**src/rtl/fp_accum_seq_if.sv**
```systemverilog
// rtl/fp_accum_seq_if.sv - sample stream, adder handshake and sum stream bundle for fp_accum_seq
interface fp_accum_seq_if #(
    parameter int EXPONENT = 8,
    parameter int MANTISSA = 23,
    parameter int COUNT_W  = 8
);
    localparam int W = EXPONENT + MANTISSA + 1;

    logic [COUNT_W-1:0] cfg_len;
    logic               in_valid;
    logic               in_ready;
    logic [W-1:0]       in_data;
    logic               add_start;
    logic [W-1:0]       add_a;
    logic [W-1:0]       add_b;
    logic               add_busy;
    logic               add_valid;
    logic [W-1:0]       add_result;
    logic               sum_valid;
    logic               sum_ready;
    logic [W-1:0]       sum_data;
    logic               exc;

    // Sequencer side: consumes samples, initiates adds, produces the block sum.
    modport master (
        input  cfg_len, in_valid, in_data, add_busy, add_valid, add_result, sum_ready,
        output in_ready, add_start, add_a, add_b, sum_valid, sum_data, exc
    );

    // Environment side: sample source, adder and sum consumer.
    modport slave (
        output cfg_len, in_valid, in_data, add_busy, add_valid, add_result, sum_ready,
        input  in_ready, add_start, add_a, add_b, sum_valid, sum_data, exc
    );
endinterface

```
**src/rtl/fp_accum_seq.sv**
```systemverilog
// rtl/fp_accum_seq.sv - block summing sequencer driving an external FP adder; FP_ACC_EXC_EN enables NaN/Inf flag
module fp_accum_seq #(
    parameter int EXPONENT = 8,
    parameter int MANTISSA = 23,
    parameter int COUNT_W  = 8
) (
    input  logic          clk,
    input  logic          rst,
    fp_accum_seq_if.master bus
);
    localparam int W = EXPONENT + MANTISSA + 1;
    localparam logic [COUNT_W-1:0] ONE = {{(COUNT_W-1){1'b0}}, 1'b1};

    typedef enum logic [2:0] {
        S_IDLE,
        S_ACC,
        S_ISSUE,
        S_WAIT,
        S_DONE
    } state_t;

    state_t             state_q, state_d;
    logic [W-1:0]       acc_q, acc_d;
    logic [W-1:0]       smp_q, smp_d;
    logic [COUNT_W-1:0] len_q, len_d;
    logic [COUNT_W-1:0] cnt_q, cnt_d;
    logic [COUNT_W-1:0] cnt_inc;
    logic               in_ready_c;
    logic               add_start_c;

`ifdef FP_ACC_EXC_EN
    logic exc_q, exc_d;

    // All-ones exponent marks Inf or NaN.
    function automatic logic is_special(input logic [W-1:0] v);
        return &v[W-2 -: EXPONENT];
    endfunction
`endif

    assign cnt_inc = cnt_q + ONE;

    // Next-state and datapath selection for the block sequencer.
    always_comb begin
        state_d     = state_q;
        acc_d       = acc_q;
        smp_d       = smp_q;
        len_d       = len_q;
        cnt_d       = cnt_q;
        in_ready_c  = 1'b0;
        add_start_c = 1'b0;
`ifdef FP_ACC_EXC_EN
        exc_d       = exc_q;
`endif
        case (state_q)
            S_IDLE: begin
                in_ready_c = 1'b1;
                if (bus.in_valid) begin
                    // First sample seeds the accumulator so the adder never sees a zero operand.
                    acc_d   = bus.in_data;
                    len_d   = (bus.cfg_len == '0) ? ONE : bus.cfg_len;
                    cnt_d   = ONE;
                    state_d = (len_d == ONE) ? S_DONE : S_ACC;
`ifdef FP_ACC_EXC_EN
                    exc_d   = exc_q | is_special(bus.in_data);
`endif
                end
            end
            S_ACC: begin
                in_ready_c = 1'b1;
                if (bus.in_valid) begin
                    smp_d   = bus.in_data;
                    state_d = S_ISSUE;
`ifdef FP_ACC_EXC_EN
                    exc_d   = exc_q | is_special(bus.in_data);
`endif
                end
            end
            S_ISSUE: begin
                if (!bus.add_busy) begin
                    add_start_c = 1'b1;
                    state_d     = S_WAIT;
                end
            end
            S_WAIT: begin
                if (bus.add_valid) begin
                    acc_d   = bus.add_result;
                    cnt_d   = cnt_inc;
                    state_d = (cnt_inc == len_q) ? S_DONE : S_ACC;
`ifdef FP_ACC_EXC_EN
                    exc_d   = exc_q | is_special(bus.add_result);
`endif
                end
            end
            S_DONE: begin
                if (bus.sum_ready) begin
                    cnt_d   = '0;
                    state_d = S_IDLE;
`ifdef FP_ACC_EXC_EN
                    exc_d   = 1'b0;
`endif
                end
            end
            default: state_d = S_IDLE;
        endcase
    end

    // State and datapath registers; reset discards any block in flight.
    always_ff @(posedge clk or negedge rst) begin
        if (!rst) begin
            state_q <= S_IDLE;
            acc_q   <= '0;
            smp_q   <= '0;
            len_q   <= '0;
            cnt_q   <= '0;
        end else begin
            state_q <= state_d;
            acc_q   <= acc_d;
            smp_q   <= smp_d;
            len_q   <= len_d;
            cnt_q   <= cnt_d;
        end
    end

`ifdef FP_ACC_EXC_EN
    // Sticky exception flag for the current block.
    always_ff @(posedge clk or negedge rst) begin
        if (!rst) begin
            exc_q <= 1'b0;
        end else begin
            exc_q <= exc_d;
        end
    end

    assign bus.exc = exc_q;
`else
    assign bus.exc = 1'b0;
`endif

    // in_ready is masked while reset is held since IDLE would otherwise advertise readiness.
    assign bus.in_ready  = rst & in_ready_c;
    assign bus.add_start = add_start_c;
    assign bus.add_a     = acc_q;
    assign bus.add_b     = smp_q;
    assign bus.sum_valid = (state_q == S_DONE);
    assign bus.sum_data  = acc_q;
endmodule

```
**src/flat_wrapper.sv**
```systemverilog
// flat-port wrapper written by rule: the top's interface ports become plain ports
module fp_accum_seq_flat 
#(
    parameter int EXPONENT = 8,
    parameter int MANTISSA = 23,
    parameter int COUNT_W  = 8
)
  (clk, rst, bus_cfg_len, bus_in_valid, bus_in_data, bus_add_busy, bus_add_valid, bus_add_result, bus_sum_ready, bus_in_ready, bus_add_start, bus_add_a, bus_add_b, bus_sum_valid, bus_sum_data, bus_exc);
  fp_accum_seq_if #(.EXPONENT(EXPONENT), .MANTISSA(MANTISSA), .COUNT_W(COUNT_W)) bus_i ();
  input  logic clk;
  input  logic rst;
  input wire logic [$bits(bus_i.cfg_len)-1:0] bus_cfg_len;
  input wire logic [$bits(bus_i.in_valid)-1:0] bus_in_valid;
  input wire logic [$bits(bus_i.in_data)-1:0] bus_in_data;
  input wire logic [$bits(bus_i.add_busy)-1:0] bus_add_busy;
  input wire logic [$bits(bus_i.add_valid)-1:0] bus_add_valid;
  input wire logic [$bits(bus_i.add_result)-1:0] bus_add_result;
  input wire logic [$bits(bus_i.sum_ready)-1:0] bus_sum_ready;
  output wire logic [$bits(bus_i.in_ready)-1:0] bus_in_ready;
  output wire logic [$bits(bus_i.add_start)-1:0] bus_add_start;
  output wire logic [$bits(bus_i.add_a)-1:0] bus_add_a;
  output wire logic [$bits(bus_i.add_b)-1:0] bus_add_b;
  output wire logic [$bits(bus_i.sum_valid)-1:0] bus_sum_valid;
  output wire logic [$bits(bus_i.sum_data)-1:0] bus_sum_data;
  output wire logic [$bits(bus_i.exc)-1:0] bus_exc;
  assign bus_i.cfg_len = bus_cfg_len;
  assign bus_i.in_valid = bus_in_valid;
  assign bus_i.in_data = bus_in_data;
  assign bus_i.add_busy = bus_add_busy;
  assign bus_i.add_valid = bus_add_valid;
  assign bus_i.add_result = bus_add_result;
  assign bus_i.sum_ready = bus_sum_ready;
  assign bus_in_ready = bus_i.in_ready;
  assign bus_add_start = bus_i.add_start;
  assign bus_add_a = bus_i.add_a;
  assign bus_add_b = bus_i.add_b;
  assign bus_sum_valid = bus_i.sum_valid;
  assign bus_sum_data = bus_i.sum_data;
  assign bus_exc = bus_i.exc;
  fp_accum_seq #(.EXPONENT(EXPONENT), .MANTISSA(MANTISSA), .COUNT_W(COUNT_W)) u_core (.clk(clk), .rst(rst), .bus(bus_i));
endmodule
```
**config.mk**
```make
export PLATFORM = sky130hd
export DESIGN_NAME = fp_accum_seq_flat
export DESIGN_NICKNAME = d
export VERILOG_FILES = /design/src/rtl/fp_accum_seq_if.sv /design/src/rtl/fp_accum_seq.sv /design/src/flat_wrapper.sv
export SDC_FILE = /design/constraint.sdc
export NUM_CORES = 1
export LEC_CHECK = 0
export CORE_MARGIN = 5
export CORE_UTILIZATION = 35
export DETAILED_ROUTE_END_ITERATION = 8
export GPL_TIMING_DRIVEN = 0
export PLACE_DENSITY = 0.75
export SYNTH_ARGS = -nofsm -noshare
export SYNTH_HDL_FRONTEND = slang
export SYNTH_SLANG_ARGS = --single-unit
```
**constraint.sdc**
```tcl
create_clock -name clk -period 2.5 [get_ports clk]
set_input_delay 0.5 -clock clk [delete_from_list [all_inputs] [get_ports clk]]
set_output_delay 0.5 -clock clk [all_outputs]
set_load 0.02 [all_outputs]
```
## Word-level counts from Yosys, hierarchy flattened

Index checks and enable logic that the tools add are counted.

- $add $sub $neg: 1
- Eq/ne operators: 11
- Mux-type cells: 19
- Bitwise operators: 1
- Reductions and logical operators: 10

Operators with widths:

| cell | number |
|---|---|
| 32-bit 2-to-1 mux | 2 |
| 32-bit one-hot mux with 2 select lines | 1 |
| 8-bit 2-to-1 mux | 4 |
| 8-bit one-hot mux with 3 select lines | 1 |
| 3-bit 2-to-1 mux | 7 |
| 3-bit one-hot mux with 5 select lines | 1 |
| 2-bit inequality test, second input constant | 5 |
| 8-bit by 1-bit adder with 8-bit output, second input constant | 1 |
| 8-bit by 1-bit == test with 1-bit output, second input constant | 1 |
| 8-bit == test | 1 |
| 8-bit logical NOT | 1 |
| 3-bit by 2-bit == test with 1-bit output, second input constant | 2 |
| 5-bit AND reduction | 1 |
| 2-bit AND reduction | 2 |
| 4-bit AND reduction | 1 |
| 3-bit by 1-bit == test with 1-bit output, second input constant | 1 |
| 3-bit == test, second input constant | 1 |
| 3-bit logical NOT | 1 |
| 1-bit 2-to-1 mux | 3 |
| 3-bit AND reduction | 1 |
| 3-bit nonzero test | 1 |
| 2-bit nonzero test | 1 |
| 2-bit OR reduction | 1 |
| 1-bit AND | 1 |

- Flip-flop bits (word level): 83
- Bits of input ports: 78
- Output and inout port bits: 100

## Logic depth before layout (Yosys ltp)

Gate-level depths: netlist (run 1).

- Depth after elaboration: 6
- Gate-level depth with buffers: 8
- Mapped depth without buffers: 6

## Worst setup path before layout (run 1)

OpenSTA, ideal clock, no wires.

- Path kind: register -> output
- From: reg u_core.state_q[2]
- To: out bus_add_start
- Arrival time: 1.318 ns
- Required time: 2.000 ns
- Setup slack: 0.682 ns
- Stages on the path, launching flop included: 3
- Path buffers: 1
- Cell sequence: dfrtp_1 -> clkbuf_8 -> nor4_1

- Longest elaborated chain between the ends: 2

RTL lines:

| element | RTL line | source |
|---|---|---|
| start, declared | fp_accum_seq.sv:22 | `state_t state_q, state_d;` |
| start signal, assigned | fp_accum_seq.sv:116 | `state_q <= state_d;` |
| 3-bit by 2-bit == test with 1-bit output | fp_accum_seq.sv:54 | `case (state_q)` |
| 1-bit 2-to-1 mux | fp_accum_seq.sv:54 |  |
| end, declared | flat_wrapper.sv:20 | `output wire logic [$bits(bus_i.add_start)-1:0] bus_add_start;` |

No other way between the ends.

## Worst setup path after layout (run 1)

- From: reg u_core.state_q[0]
- To: out bus_sum_valid

- Longest elaborated chain between the ends: 1

RTL lines:

| element | RTL line | source |
|---|---|---|
| 3-bit == test | fp_accum_seq.sv:144 | `assign bus.sum_valid = (state_q == S_DONE);` |
| end, declared | flat_wrapper.sv:23 | `output wire logic [$bits(bus_i.sum_valid)-1:0] bus_sum_valid;` |

No other way between the ends.

==> results.cfg, run 1 <==
[placement]
port-buffer-count = 176
dp_hpwl_um = 9630
gp_congestion = 0.866

[clock_network]
cts_setup_buffers = 0
clock_sinks = 83
cts_buffer_depth = 2
clock_latency_ns = 0.33
cts_root_buf = clkbuf_16
cts_hold_buf = 0
path_clk_slew_ns = 0.06
numCtsBuffers = 9
cts_tree = done
htree_levels = 3

[drt]
postRouteAntennaNets = 0
drt-total-wl_um = 12400
first_pass_iters = 4
wl_per_cell_um = 16.9
drtIter0Drc = 241
vias = 3665
drcViolationCount = 0
viasPerCell = 4.97

[synthesis]
ys_async_sr_fraction = 1.00
synth_area_leaders = dfrtp_1, mux2_2, buf_4
synthFlopType = dfrtp_1
synth-seq-cells = 83
syn-num-nets = 482
synth_cell_types = 48
synth_area_per_cell_um2 = 10.2
yosysTopAreaCellShare = 0.506
netlist_instances = 403
ys_seq_area_frac = 0.506
synth_edf_count = 0
syn_area_um2 = 4100
ys_warn_count = 0
yosys.area.top_type = dfrtp_1

[layout]
seq_area_um2 = 2080
area_delta_synth_final_pct = 56.3
multi_input_area_um2 = 1620
nets = 670
drive_above_1_share = 0.185
num_antenna_cells = 0
nFillCells = 1012

[sta]
fmax_ghz = 0.414
hold_viol_final = 0
timing.slew.headroom = 0.589
setup_viol = 0
fin_crit_ns = 2.41
fin_crit_sh = 0.965
fin_tns_setup_ns = 0
rsz0062_at_grt = false
worstMarginPinSlew_ns = 0.614
finalMaxSlewViolations = 0
holdWs_ns = 0.0202
clock_skew_ns = 0.00721

[floorplanning]
fp.coreArea_um2 = 11500
io_pins = 178
dieArea_um2 = 14000
die_w_um = 118
initial_core_util = 0.358
fp.dieH_um = 118
rows = 39

[global_route]
grt_antenna_before_repair = 0
grt_overflow = 0
grt_max_degree = 44
grt_pass1_vias = 3915
grt_pass1_wl_um = 20100
gr-usage-all-layers = 0.175

[power]
powerDensity_nw_per_um2 = 1390
irDropWorstVdd_mv = 0.824
power_uw = 8920
p_leak_uw = 0.00271

[worst_setup_path]
worstPathArrival_ns = 1.91
path_max_fanout = 10
cp_slowest_stage_delay_ns = 0.64
crit_required_ns = 2.00
path_cells = buf_4 > nor2_1 > and2_1 > clkdlybuf4s50_1
start_kind = register
criticalPathCategory = register to output pin
r2r-start = u_core.state_q[2]$_DFFE_PN0P_
worstSetupEndpointType = output pin
crit_path_top_delay_cell = clkdlybuf4s50_1
critPathLaunch = u_core.state_q[0]$_DFFE_PN0P_

[job]
drv_cap = 0

[min_path]
hold_class = input port to async pin

[status]
status = finished clean
==> report_power, final <==
| part | total, µW | switching, µW | internal [µW] |
|---|---|---|---|
| Combinational | 4990 | 2450 | 2540 |
| Sequential | 2440 | 457 | 1980 |
| Clock | 1490 | 526 | 965 |
==> repair_timing <==
item	4_1_cts	5_1_grt
setup endpoints to repair	1	1
gates cloned	0	0
resized for setup	4	1
==> layer usage <==
metal / global-route usage / share of wire
met1: 0.206 / 0.40
met4: 0.0688 / 0.023
met2: 0.301 / 0.49
met5: 0 / 0
met3: 0.0501 / 0.080
==> final cells by class <==
class / instances / area share
Multi-Input combinational cell: 259 / 0.253
Buffer: 59 / 0.0616
Clock inverter: 6 / 0.0164
Clock buffer: 9 / 0.0351
Tap cell: 143 / 0.0279
Inverter: 2 / 0.00117
Sequential cell: 83 / 0.324
Timing Repair Buffer: 177 / 0.281
==> placed cells by master (no fill, tap or decap), types with 5 or more instances in the layout <==
cell type and n:
clkbuf_16 9, clkbuf_1 10, dfrtp_1 83, o31ai_1 5, buf_2 8, o21ai_0 11, nor2_1 39, xor2_1 6
nand3_1 5, mux2_2 37, buf_4 39, a31oi_1 36, nand2_1 72, clkdlybuf4s50_1 174
==> sequential cells by signal, indices dropped and copies added, names as in the netlist <==
| signal | count |
|---|---|
| u_core.bus.add_a | 32 |
| u_core.bus.add_b | 32 |
| u_core.cnt_q | 8 |
| u_core.len_q | 8 |
| u_core.state_q | 3 |
==> cells in the mapped netlist (3+ instances only) <==
library cell,number
a31oi_1,36
mux2_2,37
buf_4,39
nand3_1,5
nor3_1,3
dfrtp_1,83
o21ai_0,11
buf_2,8
xor2_1,6
nor2_1,39
nand2b_1,3
nand2_1,72
clkbuf_1,10
nor3b_1,3
o31ai_1,5
==> critical path: cells and delay by family (launching register included) <==
kind / cells / cell delay (ns)
buffers and inverters: 2 / 0.82
DFF: 1 / 0.39
and+or+nand+nor: 2 / 0.38
==> logic make-up (layout without fill, tap and decap cells) <==
| logic type | count (synthesis) | count (layout) | share of synthesized area |
|---|---|---|---|
| multiplexers | 39 | 39 | 0.107 |
| flip-flops | 83 | 83 | 0.506 |
| AND/OR/NAND/NOR | 143 | 143 | 0.158 |
| AO/OA/AOI/OAI | 67 | 67 | 0.109 |
| XOR/XNOR | 8 | 8 | 0.0171 |
| buffers and inverters | 61 | 253 | 0.0982 |
| adder cells (fa/ha/maj) | 1 | 1 | 0.00305 |
| other | 1 | 1 | 0.000914 |
==> final timing paths <==
check,end,slack [ns],depth (start not counted)
hold reg to reg,u_core.bus.add_b[5]$_DFFE_PN0P_,0.50,1
setup / recovery,bus_sum_valid,0.09,4
hold / removal,u_core.bus.add_a[29]$_DFFE_PN0P_,0.02,1
min in group clk,u_core.bus.add_b[5]$_DFFE_PN0P_,0.50,1
setup reg to reg,u_core.bus.add_b[21]$_DFFE_PN0P_,0.62,4
max in group asynchronous,u_core.len_q[5]$_DFFE_PN0P_,2.00,2
==> per-stage QoR <==
| stage | util | worst slack (ns) | area [µm²] | instances |
|---|---|---|---|---|
| after floorplan | - | 0.682 | 4100 | 403 |
| after global placement | 0.527 | -2.77 | 6040 | 722 |
| after detailed placement | 0.529 | -0.224 | 6060 | 723 |
| after CTS | 0.559 | 0.0695 | 6410 | 738 |
| after global routing | 0.559 | 0.0228 | 6410 | 738 |
| final | 0.559 | 0.0869 | 6410 | 738 |
Power figures use the tool's default switching activity.
==> run 2: changes to the inputs <==
--- a/config.mk
+++ b/config.mk
@@ -6,4 +6,5 @@
 export NUM_CORES = 1
 export LEC_CHECK = 0
+export ABC_AREA = 1
 export CORE_MARGIN = 5
 export CORE_UTILIZATION = 35
==> constraint.sdc (replaced) <==
create_clock -name clk -period 2.5 [get_ports clk]
set_input_delay 0.375 -clock clk [delete_from_list [all_inputs] [get_ports clk]]
set_output_delay 0.375 -clock clk [all_outputs]
set_load 0.02 [all_outputs]
==> results.cfg, run 2 <==
[layout]
area_delta_synth_final_pct = 58.0
num_antenna_cells = 0
nFillCells = 1003
final_common_cell = clkdlybuf4s50_1
nets = 734
mostFrequentLayoutCells = clkdlybuf4s50_1, nand2_1, dfrtp_1, nor2_1, mux2_2
final_cell_area_um2 = 6460
drive_above_1_share = 0.152

[sta]
finalMaxSlewViolations = 0
hold_viol_final = 0
fin_crit_sh = 0.905
rsz0062_at_grt = false
fin_crit_ns = 2.26
fmax_ghz = 0.442
setup_viol = 0
clock_skew_ns = 0.00750
fin_tns_setup_ns = 0
worstMarginPinSlew_ns = 0.751
timing.slew.headroom = 0.499

[synthesis]
ys_async_sr_fraction = 1.00
yosys.area.top_type = dfrtp_1
synthTopCellsByCount = nand2_1, dfrtp_1, nor2_1
yosysTopAreaCellShare = 0.507
synth_cell_types = 27
syn_area_um2 = 4090
synth_area_leaders = dfrtp_1, nand2_1, mux2_2
synth-seq-cells = 83
synth_area_per_cell_um2 = 8.88
post-synth-top-count-cell = nand2_1
netlist_instances = 461
ys_warn_count = 0
ys_seq_area_frac = 0.507
syn-num-nets = 540
synthFlopType = dfrtp_1
synth_edf_count = 0

[worst_setup_path]
worstSetupEndpointType = output pin
worstPathArrival_ns = 1.89
crit_required_ns = 2.12
path_max_fanout = 4
start_kind = register
criticalPathCategory = register to output pin

[drt]
vias = 3932
viasPerCell = 4.90
postRouteAntennaNets = 0
drtIter0Drc = 339
drt-total-wl_um = 12900
drcViolationCount = 0
wl_per_cell_um = 16.0
first_pass_iters = 6

[job]
drv_cap = 0

[clock_network]
cts_root_buf = clkbuf_16
cts_buffer_depth = 2
numCtsBuffers = 9
htree_levels = 3
clock_sinks = 83
cts_tree = done
clock_latency_ns = 0.33
path_clk_slew_ns = 0.06

[global_route]
grt_pass1_wl_um = 20200
grtUsageMet2 = 0.298
globalRouteMet1Util = 0.217
grt_busiest_layer = met2
grt_overflow = 0
grt_max_degree = 44
grt_pass1_vias = 3898
grt_antenna_before_repair = 0
gr-usage-all-layers = 0.176
grt_util_met3 = 0.0377

[floorplanning]
fp.dieH_um = 118
die_w_um = 118
io_pins = 178
fp.coreArea_um2 = 11400
dieArea_um2 = 14000
initial_core_util = 0.358
rows = 39

[placement]
dpl_cell_area_um2 = 6050
gp_congestion = 0.897
port-buffer-count = 176
dp_hpwl_um = 9790

[power]
p_leak_uw = 0.00285
irDropWorstVdd_mv = 0.783
powerDensity_nw_per_um2 = 1400
power_uw = 9060

[status]
status = finished clean

[min_path]
hold_class = input port to async pin
==> run 2: cell types whose count changed in the layout (fill, tap and decap cells not counted), sizes merged, moves of 5 or more <==
| cell | before | now |
|---|---|---|
| buf | 50 | 45 |
| inv | 2 | 31 |
| mux2 | 39 | 34 |
| nand2 | 72 | 116 |
| nand3 | 5 | 24 |
| nor2 | 39 | 52 |
| o22ai | 1 | 6 |
| o31ai | 6 | 1 |
| xor2 | 6 | 1 |
==> run 2: through the flow <==
step            util  hold slack, ns  std cells  setup slack [ns]
2_1_floorplan      -          0.0794        461             0.922
3_3_place_gp   0.528           0.487        780             -2.43
3_5_place_dp   0.530           0.407        781             0.127
4_1_cts        0.559          0.0556        796             0.116
5_1_grt        0.566          0.0895        802             0.158
6_report       0.566          0.0770        802             0.238
==> run 2: final timing paths <==
kind	cells after the start	endpoint	start	slack [ns]
setup reg to reg	8	u_core.bus.add_a[19]$_DFFE_PN0P_	u_core.state_q[2]$_DFFE_PN0P_	0.47
hold reg to reg	1	u_core.bus.add_b[11]$_DFFE_PN0P_	u_core.bus.add_b[11]$_DFFE_PN0P_	0.50
max in group asynchronous	4	u_core.cnt_q[4]$_DFFE_PN0P_	rst	0.78
min in group clk	1	u_core.bus.add_b[11]$_DFFE_PN0P_	u_core.bus.add_b[11]$_DFFE_PN0P_	0.50
hold / removal	3	u_core.cnt_q[0]$_DFFE_PN0P_	rst	0.08
setup / recovery	4	bus_add_start	u_core.state_q[2]$_DFFE_PN0P_	0.24
==> run 2: layout make-up <==
cell class / count / area [µm²] / share of cell area
clock buffer: 9 / 225 / 0.0348
buffer: 51 / 325 / 0.0503
clock inverter: 6 / 105 / 0.0163
multi-input combinational: 296 / 1570 / 0.243
timing repair buffer: 183 / 1860 / 0.288
tap: 143 / 179 / 0.0277
inverter: 31 / 116 / 0.0180
sequential: 83 / 2080 / 0.321
==> run 2: cells by family after synthesis <==
kind of cell,after synthesis,synth area share
AND/OR/NAND/NOR,203,0.199
flip-flops,83,0.507
buffers and inverters,82,0.108
AO/OA/AOI/OAI,55,0.0835
multiplexers,34,0.0936
XOR/XNOR,2,0.00428
adder cells (fa/ha/maj),1,0.00306
other,1,0.000916
==> run 2: critical path: stages, from the launching register on <==
cell and delay [ns]:
dfrtp_1 0.42, nor3_1 0.31, inv_1 0.12, nor2_1 0.10, clkdlybuf4s50_1 0.61
==> run 2: where the power goes <==
| group | internal (µW) | total, µW | switching, µW |
|---|---|---|---|
| Sequential | 1990 | 2450 | 463 |
| Combinational | 2510 | 5120 | 2610 |
| Clock | 965 | 1500 | 531 |
==> run 2: metal layers <==
metal	wire length (µm)	vias to the layer above
met3	962	21
met4	319	0
met5	0	-
li1	-	1880
met1	5270	1856
met2	6310	175
==> run 2: what timing repair did <==
item / CTS / global route
hold endpoints to repair: 0 / 35
setup endpoints to repair: 0 / 1
hold buffers: 0 / 6
setup buffers: 0 / 0
resized for setup: 0 / 1
==> patch 1, RTL diff (settings of run 2) <==
`COUNT_W` is set to 8 in 3 places; all go to 9.
--- a/src/rtl/fp_accum_seq_if.sv
+++ b/src/rtl/fp_accum_seq_if.sv
@@ -4,3 +4,3 @@
     parameter int MANTISSA = 23,
-    parameter int COUNT_W  = 8
+    parameter int COUNT_W  = 9
 );
--- a/src/rtl/fp_accum_seq.sv
+++ b/src/rtl/fp_accum_seq.sv
@@ -4,3 +4,3 @@
     parameter int MANTISSA = 23,
-    parameter int COUNT_W  = 8
+    parameter int COUNT_W  = 9
 ) (
--- a/src/flat_wrapper.sv
+++ b/src/flat_wrapper.sv
@@ -5,3 +5,3 @@
     parameter int MANTISSA = 23,
-    parameter int COUNT_W  = 8
+    parameter int COUNT_W  = 9
 )
Ports: changed (resized bus_cfg_len); port bits go from 178 to 179. The function was not compared with the original's and may differ.
==> patch 1 against run 2 <==
Clock skew fell by 0.0026 ns. Largest cell class is now flip-flops and latches. Sequential cell count up 2. Routed wire length decreased by 1.7%. Power fell by 3.4%. Final area decreased by 1.1%. Area after synthesis increased by 1.7%. Hold slack got worse by 0.044 ns. Setup slack worse by 0.026 ns. Highest routed layer unchanged.
==> patch 1: results (changes against run 2) <==
TritonRoute pass-1 iters=4 (was 6); postcts setup bufs=0 (unchanged); syn_area_per_cell=8.93 sq um (was 8.88 sq um); Worst Hold Slack=0.0326 ns (was 0.0770 ns); maximum VDD drop=0.762 mV (was 0.783 mV); Synth area leader=dfrtp_1 (unchanged); Synth Area in Compound Gates=8.09% (was 8.35%); routed len/inst=15.8 um (was 16.0 um); Leak=2.82 nW (was 2.85 nW); largest net degree at the start of global routing=47 (was 44); DP Area=6140 sq um (was 6050 sq um); clk buf depth=2 (unchanged); CTS Buf Count=9 (unchanged); first-pass GRT wire length=20200 um (unchanged); Post-DRT Antenna Nets=0 (unchanged); clk_skew=0.00486 ns (was 0.00750 ns); Synth cell types=25 (was 27); later-pin clock latency in the skew report=0.33 ns (about the same); reg-to-reg slack, setup=0.37 ns (was 0.47 ns); XOR/XNOR Fraction of Synth Area=0.842% (was 0.428%); R2R Path Start=u_core.state_q[0]$_DFFE_PN0P_ (was u_core.state_q[2]$_DFFE_PN0P_); initial antenna violation count=0 (unchanged); synth top area cells=dfrtp_1 (51%), nand2_1 (11%), mux2_2 (8.9%) (was dfrtp_1 (51%), nand2_1 (11%), mux2_2 (9.4%)); Crit Reg-Reg Endpoint=u_core.bus.add_a[9]$_DFFE_PN0P_ (was u_core.bus.add_a[19]$_DFFE_PN0P_); nets=735 (was 734); Vias=3853 (was 3932); commonest cells in the netlist=nand2_1 (127), dfrtp_1 (85), nor2_1 (47), buf_4 (33), mux2_2 (33) (was nand2_1 (116), dfrtp_1 (83), nor2_1 (52), mux2_2 (34), buf_4 (33)); HP Class=input pin to async pin (unchanged); all-layer global routing usage=17.6% (about the same); Final HPWL DP=9850 um (was 9790 um); clock-pin slew on the worst setup and hold paths=0.06 ns (about the same); asr flop ratio synth=100% (unchanged); Ant. Diodes=0 (unchanged); Syn Nets=546 (was 540); Syn. warnings=0 (unchanged); Cell Int Power=5.18 mW (was 5.46 mW); Worst EP arrival=1.91 ns (was 1.89 ns); Seq/Total Area, Yosys=51.1% (was 50.7%); gp weighted congestion=0.879 (was 0.897); # resized after CTS=0 (unchanged); CTS root buffer=clkbuf_16 (unchanged); Slew @ Worst Pin=0.681 ns (was 0.751 ns); mux cell area share after synthesis=8.93% (was 9.35%); final hold vios=0 (unchanged); crit path max fanout=46 (was 4); Synth Area in Adders=0.301% (was 0.306%); initial DRC count=137 (was 339); layout cell share with drive strength beyond 1=13.7% (was 15.2%); # port buffers=177 (was 176); H-tree depth=3 (unchanged); vias in the first global route=4042 (was 3898); run status=complete, no violations (unchanged); R2R depth=7 (was 8); Main synth FF type=dfrtp_1 (unchanged)
patch 1: area by class of cell:
type / instances / area (sq um)
fill: 1004 / 5120
clock inverter: 2 / 12.5
tap: 143 / 179
buffer: 50 / 319
multi-input combinational: 298 / 1590
inverter: 33 / 124
timing repair buffer: 178 / 1800
clock buffer: 11 / 243
sequential: 85 / 2130
patch 1: power groups by stage:
stage / logic, mW / clock network [mW] / registers, mW
after floorplan: 2.24 / 0 / 3.06
after global placement: 5.04 / 0 / 2.47
after detailed placement: 5.13 / 0 / 2.51
after CTS: 5.15 / 1.22 / 2.49
after global routing: 5.48 / 1.26 / 2.58
final: 5.09 / 1.18 / 2.48
patch 1: layer usage:
metal	vias to the layer above	GRT usage (%)	part of all wire (%)
met5	-	0	0
li1	1871	-	-
met3	18	5.45	6.6
met4	0	6.95	2.0
met2	136	29.9	50
met1	1828	20.7	41
patch 1: cells by family after synthesis:
group	count (synthesis)
and+or+nand+nor	204
buffers and inverters	83
DFF	85
muxes	33
other	1
xor gates and xnor gates	4
adders and majority gates	1
AOI/OAI and AO/OA	55
patch 1: metrics by stage:
stage / std cells / TNS [ns] / setup slack [ns]
after floorplan: 466 / 0 / 0.857
after global placement: 786 / -178.64 / -2.49
after detailed placement: 787 / 0 / 0.158
after CTS: 800 / 0 / 0.156
after global routing: 800 / 0 / 0.0262
final: 800 / 0 / 0.212
patch 1: critical path, stage by stage:
cell,delay (ns)
buf_4,0.43
buf_16,0.30
inv_1,0.07
nor2_1,0.10
clkdlybuf4s50_1,0.61
patch 1: how the worst max path moves through the flow:
| stage | startpoint | endpoint | cells past startpoint |
|---|---|---|---|
| final | rst | bus_in_ready | 5 |
| after global routing | rst | bus_in_ready | 5 |
| after CTS | rst | bus_in_ready | 5 |
| after detailed placement | rst | bus_in_ready | 5 |
| after global placement | rst | bus_in_ready | 4 |
| after floorplan | u_core.state_q[1]$_DFFE_PN0P_ | u_core.bus.add_a[0]$_DFFE_PN0P_ | 8 |
==> patch 2, RTL diff (flow settings as in run 2) <==
Made on the original files. The 5 states of `state_t` get a Gray code encoding in 3 bits.
--- a/src/rtl/fp_accum_seq.sv
+++ b/src/rtl/fp_accum_seq.sv
@@ -14,7 +14,7 @@
     typedef enum logic [2:0] {
-        S_IDLE,
-        S_ACC,
-        S_ISSUE,
-        S_WAIT,
-        S_DONE
+        S_IDLE  = 3'b000,
+        S_ACC   = 3'b001,
+        S_ISSUE = 3'b011,
+        S_WAIT  = 3'b010,
+        S_DONE  = 3'b110
     } state_t;
Check against the original RTL: same outputs for any inputs over 4 cycles, from zero or initial values and one cycle with rst low; so few cycles prove little.
==> patch 2 against run 2 <==
Setup slack improved by 0.13 ns. Final area barely moved. Power fell by 2.4%. Count of clock-buffer cells in the layout rose by 1. Routed wire length rose by 1.3%. Area after synthesis rose by 2.8%. Final cell count rose by 1.4%. Sequential cell count did not move. Non-clock buffer count fell by 7. Clock skew barely moved. Highest routed layer unchanged.
==> patch 2: results (changes against run 2) <==
DRT met1 WL=5300 um (was 5270 um); Clock-cell share=4.57% (was 5.11%); non-clock buffer share of cell area=32.9% (was 33.8%); met3 usage in global routing=4.67% (was 3.77%); pre-CTS WS=0.378 ns (was 0.127 ns); Leak=2.87 nW (was 2.85 nW); first-pass GRT wire length=21200 um (was 20200 um); metal2 WL=6440 um (was 6310 um); Synth Area in Adders=0.298% (was 0.306%); Seq/Total Area, Yosys=49.4% (was 50.7%); largest net degree at the start of global routing=45 (was 44); mux cell area share after synthesis=8.57% (was 9.35%); Synth cell types=32 (was 27); layout cell share with drive strength beyond 1=15.5% (was 15.2%); nets=740 (was 734); clk_buf instances=10 (was 9); Routed WL=13000 um (was 12900 um); area occupied by multi-input gates=1640 sq um (was 1570 sq um); maximum VDD drop=0.482 mV (was 0.783 mV); grt met2 use=31.6% (was 29.8%); Worst EP arrival=1.75 ns (was 1.89 ns); Synth Area in Compound Gates=8.03% (was 8.35%); vias in the first global route=4155 (was 3898); power per cell area=1370 nW/um^2 (was 1400 nW/um^2); fillers=1084 (was 1003); gp weighted congestion=0.857 (was 0.897); synth top area cells=dfrtp_1 (49%), nand2_1 (11%), buf_4 (7.0%) (was dfrtp_1 (51%), nand2_1 (11%), mux2_2 (9.4%)); total power=8.85 mW (was 9.06 mW); Syn Nets=552 (was 540); final cell count without fillers=813 (was 802); crit path max fanout=6 (was 4); clk_skew=0.00778 ns (was 0.00750 ns); run status=complete, no violations (unchanged); Via density=4.94 (was 4.90); Psw=3.61 mW (was 3.60 mW); Util after Layout=54.3% (was 56.6%); Syn Inst Count=473 (was 461); grt met1 use=22.3% (was 21.7%); TritonRoute pass-1 iters=5 (was 6)
[patch 2: cell count changes in the layout (fill, tap and decap cells not counted), sizes merged, moves of 3 or more]
cell,delta
nor2,-3
clkinvlp,+3
inv,+6
o21ai,+3
nand2,+11
dlygate4sd3,-4
[patch 2: path summary, 6_finish.rpt]
path	startpoint	to	slack, ns	cells after the start
worst max-delay path	u_core.state_q[2]$_DFFE_PN0P_	bus_add_start	0.37	4
worst min-delay path	rst	u_core.bus.add_a[29]$_DFFE_PN0P_	0.01	1
worst max register to register	u_core.cnt_q[0]$_DFFE_PN0P_	u_core.state_q[2]$_DFFE_PN0P_	0.70	11
worst min register to register	u_core.bus.add_b[5]$_DFFE_PN0P_	u_core.bus.add_b[5]$_DFFE_PN0P_	0.49	1
max in group asynchronous	rst	u_core.bus.add_a[13]$_DFFE_PN0P_	1.85	2
min in group clk	u_core.bus.add_b[5]$_DFFE_PN0P_	u_core.bus.add_b[5]$_DFFE_PN0P_	0.49	1
